`config.mk`:
```
export PLATFORM = sky130hd
export DESIGN_NAME = x_deser_sync
export DESIGN_NICKNAME = d
export VERILOG_FILES = /design/src/rtl/x_deser_pkg.sv /design/src/rtl/x_deser_shreg.sv /design/src/rtl/x_deser_sync.sv
export SDC_FILE = /design/constraint.sdc
export NUM_CORES = 1
export LEC_CHECK = 0
export CAP_MARGIN = 40
export CORE_MARGIN = 2
export CORE_UTILIZATION = 50
export DETAILED_ROUTE_END_ITERATION = 12
export PLACE_DENSITY = 0.75
export SLEW_MARGIN = 10
export SYNTH_ARGS = -nofsm -noshare
export SYNTH_HDL_FRONTEND = slang
export SYNTH_SLANG_ARGS = --single-unit
```
`constraint.sdc`:
```
create_clock -name CLK -period 2.65 [get_ports CLK]
set_clock_uncertainty 0.1 [all_clocks]
set_input_delay 0.6625 -clock CLK [delete_from_list [all_inputs] [get_ports CLK]]
set_output_delay 0.6625 -clock CLK [all_outputs]
set_load 0.005 [all_outputs]
```
`src/rtl/x_deser_pkg.sv`:
```
`timescale 1ps/1ps
// x_deser_pkg: shared definitions for the serial-to-parallel deserialiser.
//   state_t   : FSM state encoding (IDLE=0, SHIFT=1)
//   cnt_width : bit-counter width for a given word width
package x_deser_pkg;

  typedef enum logic {
    IDLE  = 1'b0,
    SHIFT = 1'b1
  } state_t;

  // Wide enough to hold 0..WIDTH.
  function automatic int unsigned cnt_width(input int unsigned w);
    return $clog2(w) + 1;
  endfunction

endpackage

```
`src/rtl/x_deser_shreg.sv`:
```
`timescale 1ps/1ps
// x_deser_shreg: assembly shift register with load-first and direction control.
//   i_clk    : clock, rising edge
//   i_rst    : asynchronous active-high reset, clears the register
//   i_en     : update enable (one serial bit taken)
//   i_load   : start a new word; i_bit becomes bit 0 and the rest is cleared
//   i_bit    : serial data bit
//   o_next   : value the register takes on this edge (the word being completed)
module x_deser_shreg
  import x_deser_pkg::*;
#(
  parameter int unsigned WIDTH     = 8,
  parameter bit          MSB_FIRST = 1'b1
) (
  input  logic             i_clk,
  input  logic             i_rst,
  input  logic             i_en,
  input  logic             i_load,
  input  logic             i_bit,
  output logic [WIDTH-1:0] o_next
);

  // The first bit enters at the end it travels away from: it must reach
  // O[WIDTH-1] (MSB-first) or O[0] (LSB-first) after WIDTH bits.
  localparam int unsigned ENTRY = MSB_FIRST ? 0 : WIDTH - 1;

  logic [WIDTH-1:0] r_q;
  logic [WIDTH-1:0] w_load_val;
  logic [WIDTH-1:0] w_shift_val;

  always_comb begin
    w_load_val        = '0;
    w_load_val[ENTRY] = i_bit;
    w_shift_val       = MSB_FIRST ? {r_q[WIDTH-2:0], i_bit} : {i_bit, r_q[WIDTH-1:1]};
    o_next            = r_q;
    if (i_en) begin
      o_next = i_load ? w_load_val : w_shift_val;
    end
  end

  always_ff @(posedge i_clk or posedge i_rst) begin
    if (i_rst) begin
      r_q <= '0;
    end else begin
      r_q <= o_next;
    end
  end

endmodule

```
`src/rtl/x_deser_sync.sv`:
```
`timescale 1ps/1ps
// x_deser_sync: SYNC-framed serial-to-parallel deserialiser with
// VALID/READY output handshake, sticky overrun and realignment pulse.
//   CLK      : clock, rising edge
//   RST      : asynchronous active-high reset
//   CE       : bit enable; serial bit sampled only when 1
//   I        : serial data
//   SYNC     : marks I as bit 0 of a new word (when CE=1)
//   READY    : consumer accepts O while VALID=1
//   O        : registered parallel word
//   VALID    : O holds an unconsumed word
//   OVR      : sticky overrun (word dropped while O was held)
//   SYNC_ERR : one-cycle pulse when SYNC cut a partial word short
module x_deser_sync
  import x_deser_pkg::*;
#(
  parameter int unsigned WIDTH     = 8,
  parameter bit          MSB_FIRST = 1'b1
) (
  input  logic             CLK,
  input  logic             RST,
  input  logic             CE,
  input  logic             I,
  input  logic             SYNC,
  input  logic             READY,
  output logic [WIDTH-1:0] O,
  output logic             VALID,
  output logic             OVR,
  output logic             SYNC_ERR
);

  localparam int unsigned     CW       = cnt_width(WIDTH);
  localparam logic [CW-1:0]   LAST_BIT = CW'(WIDTH - 1);

  state_t           r_state;
  state_t           w_state_nxt;
  logic [CW-1:0]    r_cnt;
  logic [CW-1:0]    w_cnt_nxt;
  logic             w_sh_en;
  logic             w_sh_load;
  logic             w_done;
  logic             w_serr;
  logic [WIDTH-1:0] w_word;

  logic [WIDTH-1:0] r_o;
  logic             r_valid;
  logic             r_ovr;
  logic             r_serr;

  x_deser_shreg #(
    .WIDTH     (WIDTH),
    .MSB_FIRST (MSB_FIRST)
  ) u_shreg (
    .i_clk  (CLK),
    .i_rst  (RST),
    .i_en   (w_sh_en),
    .i_load (w_sh_load),
    .i_bit  (I),
    .o_next (w_word)
  );

  always_ff @(posedge CLK or posedge RST) begin
    if (RST) begin
      r_state <= IDLE;
      r_cnt   <= '0;
    end else begin
      r_state <= w_state_nxt;
      r_cnt   <= w_cnt_nxt;
    end
  end

  // cnt==0 in SHIFT means the next bit opens a new word, so it is loaded
  // rather than shifted; SYNC there is legal and raises no error.
  always_comb begin
    w_state_nxt = r_state;
    w_cnt_nxt   = r_cnt;
    w_sh_en     = 1'b0;
    w_sh_load   = 1'b0;
    w_done      = 1'b0;
    w_serr      = 1'b0;
    if (CE) begin
      case (r_state)
        IDLE: begin
          if (SYNC) begin
            w_sh_en     = 1'b1;
            w_sh_load   = 1'b1;
            w_cnt_nxt   = CW'(1);
            w_state_nxt = SHIFT;
          end
        end
        SHIFT: begin
          w_sh_en = 1'b1;
          if (SYNC || (r_cnt == '0)) begin
            w_sh_load = 1'b1;
            w_cnt_nxt = CW'(1);
            w_serr    = SYNC && (r_cnt != '0);
          end else if (r_cnt == LAST_BIT) begin
            w_done    = 1'b1;
            w_cnt_nxt = '0;
          end else begin
            w_cnt_nxt = r_cnt + CW'(1);
          end
        end
        default: w_state_nxt = IDLE;
      endcase
    end
  end

  // Output handshake: a completed word loads O unless the held word is
  // still unconsumed, in which case it is dropped and OVR latches.
  always_ff @(posedge CLK or posedge RST) begin
    if (RST) begin
      r_o     <= '0;
      r_valid <= 1'b0;
      r_ovr   <= 1'b0;
      r_serr  <= 1'b0;
    end else begin
      r_serr <= w_serr;
      if (w_done && (!r_valid || READY)) begin
        r_o     <= w_word;
        r_valid <= 1'b1;
      end else begin
        if (w_done) begin
          r_ovr <= 1'b1;
        end
        if (r_valid && READY) begin
          r_valid <= 1'b0;
        end
      end
    end
  end

  assign O        = r_o;
  assign VALID    = r_valid;
  assign OVR      = r_ovr;
  assign SYNC_ERR = r_serr;

endmodule

```
### Yosys cells after proc, flatten, opt, wreduce, memory -nomap -nowiden

Index checks and enable logic that the tools add are counted.
W data, S select, Z words.

| cells by class | value |
|---|---|
| reduce and logical (&&, ||, !) cells | 11 |
| eq/ne operators | 2 |
| bitwise logic cells | 2 |
| multiplexer cells | 22 |
| add/sub/neg operators | 1 |

Operators by type and width:

| cell | count |
|---|---|
| $mux W8 | 2 |
| $mux W1 | 14 |
| $mux W4 | 3 |
| $pmux W4 S2 | 1 |
| $add A4 B1 Y4 const B | 1 |
| $eq A4 B3 Y1 const B | 1 |
| $logic_not A4 Y1 | 1 |
| $pmux W1 S2 | 2 |
| $reduce_and A2 Y1 | 2 |
| $reduce_bool A4 Y1 | 1 |
| $logic_and A1 B1 Y1 | 3 |
| $logic_or A1 B1 Y1 | 2 |
| $ne A2 B2 Y1 const B | 1 |
| $not A1 Y1 | 2 |
| $reduce_bool A2 Y1 | 1 |
| $logic_not A1 Y1 | 1 |

| storage, ports and cells | value |
|---|---|
| input port bits | 6 |
| flip-flop bits (word level) | 24 |
| logic and storage cells | 45 |
| output and inout port bits | 11 |

### Longest topological paths before layout

| depth | value |
|---|---|
| word-level depth | 8 |
| gate-level depth with buffers | 6 |
| depth with buffers taken out | 5 |

### Cells and area by module

From an unflattened synthesis, not the netlist that was laid out.

| second synthesis, totals | value |
|---|---|
| cells, all modules | 80 |
| area total of the unflattened synthesis | 1048.5 sq um |

Modules (own cells, without submodules):

| module | times used | area each (sq um) | cells an instance |
|---|---|---|---|
| x_deser_sync | 1 | 745.7 | 58 |
| x_deser_shreg | 1 | 302.8 | 22 |

### Least setup slack after synthesis

No wires, ideal clock.

| timing | value |
|---|---|
| path kind | input-to-reg |
| start | input SYNC |
| end | register r_o[0] (netlist: O[0]) |
| arrival | 1781 ps |
| stages | 3 |
| slack | 644 ps |
| buffers on the path | 1 |
| path through | clkbuf_1 > nor4_4 > mux2_4 |

| on the way | value |
|---|---|
| longest elaborated chain between the ends | 5 |
| elaborated cells between the ends (all ways) | 9 |
| those cells by class | mux (7); reduce/logical (2) |

Ends and longest elaborated chain:

| item | line | text |
|---|---|---|
| start, declared | x_deser_sync.sv:24 | `input logic SYNC,` |
| branches (longest 5 deep; another with $mux W8) | -- |  |
| end signal, assigned | x_deser_sync.sv:120 | `r_o <= w_word;` |
| end, declared | x_deser_sync.sv:45 | `logic [WIDTH-1:0] r_o;` |

Parallel ways; which one is timed is not known.
A chain may end at the register's enable or synchronous reset.

### Final worst setup path

| timing | value |
|---|---|
| start | input CE |
| end | register r_o[2] (netlist: O[2]) |

| on the way | value |
|---|---|
| longest elaborated chain between the ends | 3 |
| elaborated cells between the ends (all ways) | 6 |
| those cells by class | mux (5); reduce/logical (1) |

Ends and longest elaborated chain:

| item | line | text |
|---|---|---|
| start, declared | x_deser_sync.sv:22 | `input logic CE,` |
| $mux W1 | x_deser_sync.sv:81 | `if (CE) begin` |
| $mux W8 | x_deser_shreg.sv:37 | `o_next = i_load ? w_load_val : w_shift_val;` |
| $mux W8 | x_deser_shreg.sv:36 | `if (i_en) begin` |

Several ways; a longest one is shown, not always the timed one.

==> results.cfg <==
[critical_path]
slowest_stage = clkdlybuf4s50_1
max_stage_delay_ps = 560
r2r-end = r_cnt[2]
critPathLaunchType = input pin
ff2ff_path_depth = 6
regToRegStartpoint = r_cnt[0]
critPathRequiredTime_ps = 2790
path_cells = clkdlybuf4s50_1, nand2_2, nor4_4, buf_4, mux2i_1
reg2reg_setup_slack_ps = 920
critPathCaptureType = flip-flop
critPathBufInv = 2
critPathMaxFanout = 7
path_delay_family = buffers and inverters
criticalPathCategory = in -> reg
cp_data_arrival_time_ps = 2120

[timing]
worstMarginPinSlew_ps = 386
drv_slew = 0
finalCriticalPeriod_ps = 1980
fmax_mhz = 505
fin_crit_sh_pct = 74.7
hold_slack_ps = 376
rsz0062_at_grt = false
finalSetupViolCount = 0
slew-limit-headroom_pct = 74.2
fin_tns_setup_ps = 0
hold_viol = 0

[global_routing]
first_global_vias = 722
overflow = 0
grt_max_degree = 25
antenna_found_initial = 0
top_usage_layer = met2
use_met3_pct = 2.73
use_met1_pct = 23.5
use_met2_pct = 27.1
grt_pass1_wl_um = 3200
track_usage_pct = 17.1

[placed_design]
place_congestion = 0.759
portBuffers = 16
dp_hpwl_um = 1240

[pwr]
p_clk_share_pct = 27.5
p_int_mw = 0.720
switching_power_mw = 0.241
seqPwrFrac_pct = 48.6
p_leak_nw = 0.613
ir_drop_uv = 466
p_comb_share_pct = 23.8
swShare_pct = 25.1
power_density_nw_per_um2 = 730

[clocking]
cts_buffers = 3
root_buffer = clkbuf_4
numClockSinks = 24
clk_pin_slew_ps = 130
post_cts_buffers = 0
cts_buffer_depth = 2
cts_htree_levels = 1
insertion_delay_ps = 310
cts_tree = done
ctsResizeCount = 0
holdBufCountCts = 0

[floorplan]
fp.dieH_um = 49.7
ios = 17
initial_core_util_pct = 53.3
core_area_um2 = 1960
row_count = 16
die_width_um = 49.7
dieArea_um2 = 2470

[detailed_routing]
drt_wl_total_um = 1750
drt_iter0_markers = 4
routedWlPerCell_um = 13.0
drc = 0
ant_nets = 0
drt_first_pass_iters = 4
viasPerCell = 5.21
vias = 703

[synth]
yosys.area.top_type = dfrtp_1
synth_area_leaders = dfrtp_1 57%, a22o_1 6.7%, mux2i_1 6.7%
avgSynthCellArea_um2 = 12.1
ys_warn_count = 0
syn_inst = 86
syn_nets = 94
ys_types = 28
synth_seq_cells = 24
yosysTopAreaCellShare_pct = 57.5
ys_seq_area_share_pct = 57.5
syn_area_um2 = 1040

[min_path]
hold_start = OVR
min_to = OVR
holdPathStages = 1
holdCritPathClass = reg -> reg

[run_status]
outcome = completed

[finish]
synthToLayoutAreaGrowth_pct = 26.0
drive_above_1_share_pct = 15.7
antennaDiodeCount = 0
num-fill-cells = 155
final_nets = 117

[run]
maxCapViolCount = 0
[kinds of logic after synthesis]
kind of cell / synth area share [%]
compound gates: 17.5
fa+ha+maj: 2.39
buf+inv: 5.15
flops: 57.5
mux: 9.22
simple gates: 8.26
[stage by stage]
stage	worst slack [ps]	cells	power (mW)	cell area, um2	utilization, %
6_report	670	135	0.961	1320	67.1
5_1_grt	567	135	1.01	1320	67.1
3_3_place_gp	289	130	0.698	1260	64.0
3_5_place_dp	331	131	0.707	1260	64.4
4_1_cts	650	135	0.968	1320	67.1
2_1_floorplan	644	86	0.581	1040	-
[power groups by stage]
stage,registers (mW),clock network (mW),logic [mW]
3_5_place_dp,0.474,0,0.232
4_1_cts,0.468,0.267,0.234
2_1_floorplan,0.473,0,0.108
5_1_grt,0.475,0.281,0.257
6_report,0.467,0.265,0.229
3_3_place_gp,0.471,0,0.227
[state kept, by name (all words and copies together), names as in the netlist]
| name | count |
|---|---|
| O | 8 |
| r_state | 1 |
| u_shreg.r_q | 8 |
| SYNC_ERR | 1 |
| r_cnt | 4 |
| VALID | 1 |
| OVR | 1 |
[routing by layer]
layer	wire length [um]	up-vias	part of all wire, %
li1	-	349	-
met1	853	344	49
met2	838	8	48
met3	41	2	2.3
met4	19	0	1.1
met5	0	-	0
[cells in the mapped netlist, drive strengths merged]
| cell | instances |
|---|---|
| o21a | 1 |
| o21ai | 1 |
| mux2i | 7 |
| mux2 | 2 |
| or2 | 1 |
| a31o | 1 |
| a22o | 8 |
| nor3b | 2 |
| a21o | 3 |
| a22oi | 1 |
| a32o | 1 |
| nand2 | 2 |
| nor2b | 1 |
| dfrtp | 24 |
| nor2 | 1 |
| inv | 11 |
| o41ai | 1 |
| buf | 1 |
| nor4 | 1 |
| nand3b | 1 |
| and3 | 1 |
| ha | 2 |
| clkbuf | 2 |
| nor3 | 2 |
| a21oi | 8 |
[worst max-delay path by stage]
stage,start,end,depth (start not counted),slack (ps)
final,CE,O[2],5,670
after global routing,CE,O[3],5,570
after CTS,CE,O[3],5,650
after detailed placement,CE,O[2],5,330
after global placement,SYNC,O[5],4,290
after floorplan,SYNC,O[0],3,640
[cells in the final DEF, fill, tap and decap left out, drive strengths merged]
master and instances:
or2 1, a31o 1, dfrtp 24, and3 1, buf 5, nand3b 1
o41ai 1, inv 11, bufinv 1, nor3 2, o21ai 1, a21o 3
nor3b 2, a22oi 1, ha 2, o21a 1, a21oi 8, clkbuf 3
nor2b 1, nor4 1, a32o 1, mux2i 7, nand2 2, clkdlybuf4s50 16
nor2 1, mux2 2, a22o 8
[layout make-up]
| cell class | instances | area [um2] | share of cell area, % |
|---|---|---|---|
| clock buffer | 3 | 22.5 | 1.71 |
| clock inverter | 1 | 30.0 | 2.28 |
| inverter | 11 | 41.3 | 3.14 |
| multi-input combinational | 48 | 390 | 29.7 |
| sequential | 24 | 601 | 45.6 |
| tap | 27 | 33.8 | 2.57 |
| timing repair buffer | 21 | 198 | 15.0 |
No activity file was read; power rests on OpenSTA's default activity.
